[config.mk]
export PLATFORM = sky130hd
export DESIGN_NAME = cs_out_fifo
export DESIGN_NICKNAME = d
export VERILOG_FILES = /design/src/rtl/cs_out_fifo.sv
export SDC_FILE = /design/constraint.sdc
export NUM_CORES = 1
export LEC_CHECK = 0
export ABC_AREA = 1
export BUFFER_PORTS_ARGS = -buffer_cell sky130_fd_sc_hd__buf_2
export CORE_MARGIN = 1.5
export CORE_UTILIZATION = 60
export DETAILED_ROUTE_END_ITERATION = 12
export GPL_TIMING_DRIVEN = 0
export PLACE_DENSITY_LB_ADDON = 0.1
export SETUP_SLACK_MARGIN = 0.5
export SLEW_MARGIN = 40
export SYNTH_ARGS = -nofsm -noshare
export SYNTH_HDL_FRONTEND = slang
export SYNTH_SLANG_ARGS = --single-unit
[constraint.sdc]
create_clock -name clk -period 2.5 [get_ports clk]
set_input_delay 0.75 -clock clk [delete_from_list [all_inputs] [get_ports clk]]
set_output_delay 0.75 -clock clk [all_outputs]
set_load 0.02 [all_outputs]
[src/rtl/cs_out_fifo.sv]
// -----------------------------------------------------------------------------
// cs_out_fifo
//
// Output buffer stage behind the CS core. Samples the core result `y` on every
// rising edge. It discards the first WARMUP samples after reset release, because
// the core's sample window is still filling during that time. It then queues
// every later sample in a first-word-fall-through FIFO. Entries leave through a
// valid/ready handshake.
//
// Optional feature macro: CS_OUT_FIFO_DROP_CNT_EN
//   defined   -> 8-bit saturating drop counter drives drop_cnt
//   undefined -> no counter register, drop_cnt tied to 0
//
// Parameters:
//   WIDTH  - data width (matches CS.Y)
//   DEPTH  - FIFO entries, power of two, >= 2
//   WARMUP - edges after reset release whose sample is discarded (>= 1)
//
// Ports:
//   clk        in   rising-edge clock
//   reset      in   asynchronous active-low reset
//   y          in   sample from the core
//   flush      in   synchronous clear of queue, overflow flag and drop counter
//   dout       out  head-of-queue data (0 while the queue is empty)
//   dout_valid out  dout holds a queued entry
//   dout_ready in   consumer takes dout at this edge
//   count      out  number of queued entries
//   full       out  count == DEPTH
//   overflow   out  sticky: a sample was dropped because the queue was full
//   drop_cnt   out  saturating count of dropped samples
// -----------------------------------------------------------------------------
module cs_out_fifo #(
    parameter int WIDTH  = 10,
    parameter int DEPTH  = 16,
    parameter int WARMUP = 9
) (
    input  logic                   clk,
    input  logic                   reset,
    input  logic [WIDTH-1:0]       y,
    input  logic                   flush,
    output logic [WIDTH-1:0]       dout,
    output logic                   dout_valid,
    input  logic                   dout_ready,
    output logic [$clog2(DEPTH):0] count,
    output logic                   full,
    output logic                   overflow,
    output logic [7:0]             drop_cnt
);

    localparam int AW  = $clog2(DEPTH);
    localparam int CW  = AW + 1;
    localparam int WCW = $clog2(WARMUP + 1);

    typedef enum logic {
        ST_WARM = 1'b0,
        ST_RUN  = 1'b1
    } state_t;

    state_t           r_state;
    state_t           w_state_nxt;
    logic [WCW-1:0]   r_warm_cnt;
    logic [WCW-1:0]   w_warm_cnt_nxt;
    logic             w_wr_req;

    logic [WIDTH-1:0] r_mem [DEPTH];
    logic [AW-1:0]    r_wr_ptr;
    logic [AW-1:0]    r_rd_ptr;
    logic [CW-1:0]    r_count;
    logic [CW-1:0]    w_count_nxt;
    logic             r_overflow;

    logic             w_full;
    logic             w_rd;
    logic             w_wr;
    logic             w_drop;

    // Warm-up FSM state register.
    always_ff @(posedge clk or negedge reset) begin
        if (!reset) begin
            r_state    <= ST_WARM;
            r_warm_cnt <= {WCW{1'b0}};
        end else begin
            r_state    <= w_state_nxt;
            r_warm_cnt <= w_warm_cnt_nxt;
        end
    end

    // Warm-up FSM next state. The switch to RUN happens on edge WARMUP itself,
    // so edge WARMUP+1 is already in RUN and produces the first write request.
    always_comb begin
        w_state_nxt    = r_state;
        w_warm_cnt_nxt = r_warm_cnt;
        w_wr_req       = 1'b0;
        case (r_state)
            ST_WARM: begin
                w_warm_cnt_nxt = r_warm_cnt + WCW'(1);
                if (r_warm_cnt == WCW'(WARMUP - 1)) begin
                    w_state_nxt = ST_RUN;
                end else begin
                    w_state_nxt = ST_WARM;
                end
            end
            ST_RUN: begin
                w_wr_req    = 1'b1;
                w_state_nxt = ST_RUN;
            end
            default: begin
                w_state_nxt    = ST_WARM;
                w_warm_cnt_nxt = {WCW{1'b0}};
            end
        endcase
    end

    // Handshake decode. When the queue is full, a write is still accepted if a
    // pop happens in the same cycle, because the pop frees a slot.
    always_comb begin
        w_full      = (r_count == CW'(DEPTH));
        w_rd        = dout_valid & dout_ready;
        w_wr        = w_wr_req & (~w_full | w_rd);
        w_drop      = w_wr_req & w_full & ~w_rd;
        w_count_nxt = r_count;
        case ({w_wr, w_rd})
            2'b10:   w_count_nxt = r_count + CW'(1);
            2'b01:   w_count_nxt = r_count - CW'(1);
            default: w_count_nxt = r_count;
        endcase
    end

    // Storage array. It has no reset. A flush suppresses the write.
    always_ff @(posedge clk) begin
        if (w_wr && !flush) begin
            r_mem[r_wr_ptr] <= y;
        end
    end

    // Pointers, occupancy and sticky overflow flag. Flush outranks read and write.
    always_ff @(posedge clk or negedge reset) begin
        if (!reset) begin
            r_wr_ptr   <= {AW{1'b0}};
            r_rd_ptr   <= {AW{1'b0}};
            r_count    <= {CW{1'b0}};
            r_overflow <= 1'b0;
        end else if (flush) begin
            r_wr_ptr   <= {AW{1'b0}};
            r_rd_ptr   <= {AW{1'b0}};
            r_count    <= {CW{1'b0}};
            r_overflow <= 1'b0;
        end else begin
            if (w_wr) begin
                r_wr_ptr <= r_wr_ptr + AW'(1);
            end else begin
                r_wr_ptr <= r_wr_ptr;
            end
            if (w_rd) begin
                r_rd_ptr <= r_rd_ptr + AW'(1);
            end else begin
                r_rd_ptr <= r_rd_ptr;
            end
            r_count <= w_count_nxt;
            if (w_drop) begin
                r_overflow <= 1'b1;
            end else begin
                r_overflow <= r_overflow;
            end
        end
    end

`ifdef CS_OUT_FIFO_DROP_CNT_EN
    logic [7:0] r_drop_cnt;

    // Saturating drop counter. A write ignored because of flush is not a drop.
    always_ff @(posedge clk or negedge reset) begin
        if (!reset) begin
            r_drop_cnt <= 8'd0;
        end else if (flush) begin
            r_drop_cnt <= 8'd0;
        end else if (w_drop && (r_drop_cnt != 8'hFF)) begin
            r_drop_cnt <= r_drop_cnt + 8'd1;
        end else begin
            r_drop_cnt <= r_drop_cnt;
        end
    end

    assign drop_cnt = r_drop_cnt;
`else
    assign drop_cnt = 8'd0;
`endif

    // All outputs decode from registers only. dout is forced to 0 while the
    // queue is empty, so the output reads 0 after reset even though the
    // storage array is not cleared.
    assign dout_valid = (r_count != {CW{1'b0}});
    assign dout       = dout_valid ? r_mem[r_rd_ptr] : {WIDTH{1'b0}};
    assign count      = r_count;
    assign full       = w_full;
    assign overflow   = r_overflow;

endmodule

**Yosys cells after proc, flatten, opt, wreduce, memory -nomap -nowiden**

Memory sizes are Yosys's and may differ from the RTL's.
Cells that the tools add are included.

- Add/sub/neg operators: 5
- Mux-type cells: 14
- Bitwise gates (word level): 8
- Reduce and logical (&&, ||, !) cells: 7
- Equal/unequal tests: 4

Operator list:

| kind | number |
|---|---|
| two-way mux 4 bit | 4 |
| adder 4 x 1 -> 4 bit (second input constant) | 3 |
| two-way mux 10 bit | 1 |
| one-hot mux 5 bit (2 select lines) | 1 |
| two-way mux 1 bit | 6 |
| nonzero test 2 bit | 3 |
| adder 5 x 1 -> 5 bit (second input constant) | 1 |
| == test 5 bit (second input constant) | 1 |
| two-way mux 5 bit | 1 |
| nonzero test 5 bit | 1 |
| subtractor 5 x 1 -> 5 bit (second input constant) | 1 |
| bitwise AND 1 bit | 4 |
| == test 4 bit (second input constant) | 1 |
| NOT 1 bit | 3 |
| nonzero test 3 bit | 1 |
| == test 2 x 1 -> 1 bit (second input constant) | 1 |
| == test 2 bit (second input constant) | 1 |
| one-hot mux 1 bit (2 select lines) | 1 |
| logical AND 1 bit | 1 |
| logical NOT 1 bit | 1 |
| OR 1 bit | 1 |

- Memory bits (writable): 160
- Word-level logic and storage cells: 45
- Bits of input ports: 14
- Memories kept: 1
- Register bits after elaboration: 19
- Output and inout port bits: 26

Memory list:

| memory | words | bits a word | rd ports | clocked after Yosys merged registers in | write ports | RTL line | RTL |
|---|---|---|---|---|---|---|---|
| r_mem | 16 | 10 | 1 | 0 | 1 | 65 | `logic [WIDTH-1:0] r_mem [DEPTH];` |

**Longest topological paths before layout**

- Depth after elaboration: 7
- Depth in mapped cells: 13

**Worst setup path before layout**

No wires, ideal clock.

- Path type: register to output
- Start: register r_rd_ptr[0]
- End: output port dout[4]
- Stages on the path, launching flop included: 10
- Arrival time: 1380 ps
- Data required time: 1750 ps
- Path slack: 370 ps
- Path through: dfrtp_1 > buf_6 > inv_6 > buf_4 > nand2_1 > nand3_1 > nand3_1 > nand2_1 > nand2_1 > a21oi_1

- Word-level cells in the longest chain between the ends: 2

RTL lines:

| item | RTL line | RTL |
|---|---|---|
| start, declared | 67 | `logic [AW-1:0] r_rd_ptr;` |
| start signal, assigned | 140 | `r_rd_ptr <= {AW{1'b0}};` |
| start signal, assigned | 145 | `r_rd_ptr <= {AW{1'b0}};` |
| start signal, assigned | 155 | `r_rd_ptr <= r_rd_ptr + AW'(1);` |
| memory read (16 x 10 bit) | - |  |
| two-way mux 10 bit | 193 | `assign dout = dout_valid ? r_mem[r_rd_ptr] : {WIDTH{1'b0}};` |
| end, declared | 41 | `output logic [WIDTH-1:0] dout,` |

No other way between the ends.

**Worst setup path in the final report**

- Start: register r_rd_ptr[1]
- End: output port dout[2]

The elaborated chain is that of the path after synthesis.

==> impl_metrics.toml <==
[outcome]
status = "complete, but fails checks"
violations = "negative setup slack"

[place]
io_buffers = 31
place_ws_ps = 62.8
dpl.hpwl_microns = 12000
place_inst = 895
post_dp_cell_area_sq_um = 8330
place_congestion = 0.911

[detailed_routing]
drt_iter0_drc = 656
first_pass_iters = 5
wl_met2_microns = 9960
routed.top_layer = "met4"
met3_length_microns = 1380
ant_nets = 0
drc_errors = 0
wl_per_cell_microns = 20.4
wl_met1_microns = 7460
viasPerCell = 5.81
vias = 5516
finalWirelength_microns = 19400

[timing]
relSlewSlack = 0.662
slew_violations = 0
setup_viol = 10
rsz0062_at_grt = "yes"
tightest_slew_ps = 507
fin_ws_ps = -280
post-route-period-util = 1.11
hold_viol_final = 0
fin_worst_skew_ps = 5.23
period_needed_ps = 2780
max_freq_mhz = 360

[global_routing]
grt_first_pass_wirelength_microns = 28700
grt_pass1_vias = 5107
grt_usage = 0.301
grt_max_degree = 20
overflow = 0
antenna_found_initial = 0

[worst_setup_path]
cp.required_ps = 1750
cpMaxStageDelayCell = "dfrtp_1"
cp-end-kind = "output pin"
path_cells = "buf_6 -> clkinvlp_4 -> buf_6 -> nand3_1 -> nand3_2 -> nand2_1 -> nand2_1 -> a21oi_4 -> buf_6"
startpoint_type = "flip-flop"
crit_arrival_ps = 2030
path_common_cell = "buf_6"
max_stage_delay_ps = 370
cp_max_fo = 10
path_class = "flip-flop to output pin"

[die]
dieArea_sq_um = 13600
core_sq_um = 12600
io_pins = 40
die_w_microns = 117
die_height_microns = 117
start_util = 0.615
std_cell_rows = 41

[clocking]
cts_tree = "built"
clock_latency_ps = 440
path_clk_slew_ps = 60
clockBufferDepth = 2
cts_root_buf = "clkbuf_16"
cts_sinks = 179
htree_levels = 4
numCtsBuffers = 17

[synthesis]
synthDistinctLibCells = 33
netlist_area_sq_um = 7770
yosysTopAreaCell = "edfxtp_1"
yosysWarnings = 0
yosysTopAreaCellShare = 0.619
avgSynthCellArea_sq_um = 11.3
ys_top_cells_by_area = "edfxtp_1 62%, nand2_1 11%, nand3_1 8.6%"
netlist_instances = 685
ys_seq_area_frac = 0.680
synth-seq-cells = 179

[finish]
syn_to_final_growth_pct = 23.1
drive_above_1_share = 0.257
layout.nets = 790
fin_area_sq_um = 9560
mostFrequentLayoutCells = "213 x nand2_1, 160 x edfxtp_1, 115 x nand3_1"
post-route-util = 0.758
final_common_cell = "nand2_1"
diodes = 0
fillers = 851
layout.cells.non_filler = 949

[job]
cap_viol_max_count = 0

[power]
ir_drop_uv = 733
leakagePower_nw = 3.62
p_per_area_nw_per_um2 = 880

[min_path]
hold_class = "primary input to asynchronous set/reset pin"
timing repair:
item	4_1_cts	5_1_grt
hold buffers	0	0
endpoints found under the setup margin	23	58
setup buffers	9	12
cloned	2	0
pin swaps	19	17
resized for setup	96	29
worst paths after layout:
kind	start	endpoint	slack, ps	cells past startpoint
worst max-delay path	r_rd_ptr[1]	dout[2]	-280	9
worst min-delay path	reset	count[0]	260	1
worst max register to register	count[0]	count[4]	360	14
worst min register to register	r_warm_cnt[3]	r_warm_cnt[3]	470	1
max in group asynchronous	reset	count[4]	1900	1
min in group clk	r_warm_cnt[3]	r_warm_cnt[3]	470	1
logic make-up after synthesis:
| group | Yosys count | synth area share |
|---|---|---|
| XOR/XNOR | 8 | 0.00902 |
| adder cells (fa/ha/maj) | 11 | 0.0187 |
| flip-flops | 179 | 0.680 |
| other | 1 | 0.000483 |
| buffers and inverters | 63 | 0.0451 |
| AO/OA/AOI/OAI | 25 | 0.0198 |
| AND/OR/NAND/NOR | 398 | 0.227 |
sequential cells by signal, summed over array words and instances (netlist names):
| register | count |
|---|---|
| count | 5 |
| overflow | 1 |
| r_mem | 160 |
| r_rd_ptr | 4 |
| r_state | 1 |
| r_warm_cnt | 4 |
| r_wr_ptr | 4 |
critical path: cells and delay by family, from the launching register on:
kind / cells / cell delay (ps)
and+or+nand+nor: 4 / 410
buffers and inverters: 4 / 610
DFF: 1 / 370
AOI/OAI and AO/OA: 1 / 180
where the power goes:
part	switching, mW	internal (mW)
combinational	1.58	0.991
sequential	0.0492	3.33
clock	1.03	1.44
synthesized netlist by cell type:
cell      number
nand2_1      226
edfxtp_1     160
nand3_1      133
nor2_1        20
dfrtp_1       19
buf_4         15
inv_1         15
a21oi_1       14
buf_2         12
ha_1          10
clkbuf_1       8
nand4_1        6
buf_6          5
o21ai_0        5
xnor2_1        5
inv_2          4
nand2_2        4
nand3_4        3
xor2_1         3
clkinv_1       2
nand3b_1       2
nor2_4         2
o31ai_1        2
a21oi_4        1
a31oi_1        1
buf_1          1
conb_1         1
fa_1           1
inv_6          1
nand2_4        1
nand3_2        1
o21ai_1        1
o21ai_4        1
per-stage QoR:
stage / hold WS (ps) / setup TNS [ps] / total power, mW
floorplan: 446 / 0 / 4.90
global placement: 459 / 0 / 5.42
detailed placement: 466 / 0 / 5.48
CTS: 264 / -2340 / 8.27
global route: 283 / -3580 / 8.75
finish: 261 / -2650 / 8.42
final cells by class:
type | count | area (sq um) | share of cell area
Multi-Input combinational cell | 451 | 2610 | 0.273
Sequential cell | 179 | 5290 | 0.553
Clock inverter | 10 | 91.3 | 0.00955
Clock buffer | 21 | 440 | 0.0461
Tap cell | 172 | 215 | 0.0225
Timing Repair inverter | 1 | 8.76 | 0.000916
Inverter | 22 | 111 | 0.0116
Buffer | 41 | 362 | 0.0378
Timing Repair Buffer | 52 | 443 | 0.0463
per-layer routing:
layer  track usage  vias up
met5             0        -
met3        0.0494       40
met1         0.392     2664
met2         0.512      275
li1              -     2537
met4         0.123        0
(Power assumes the default switching activity.)
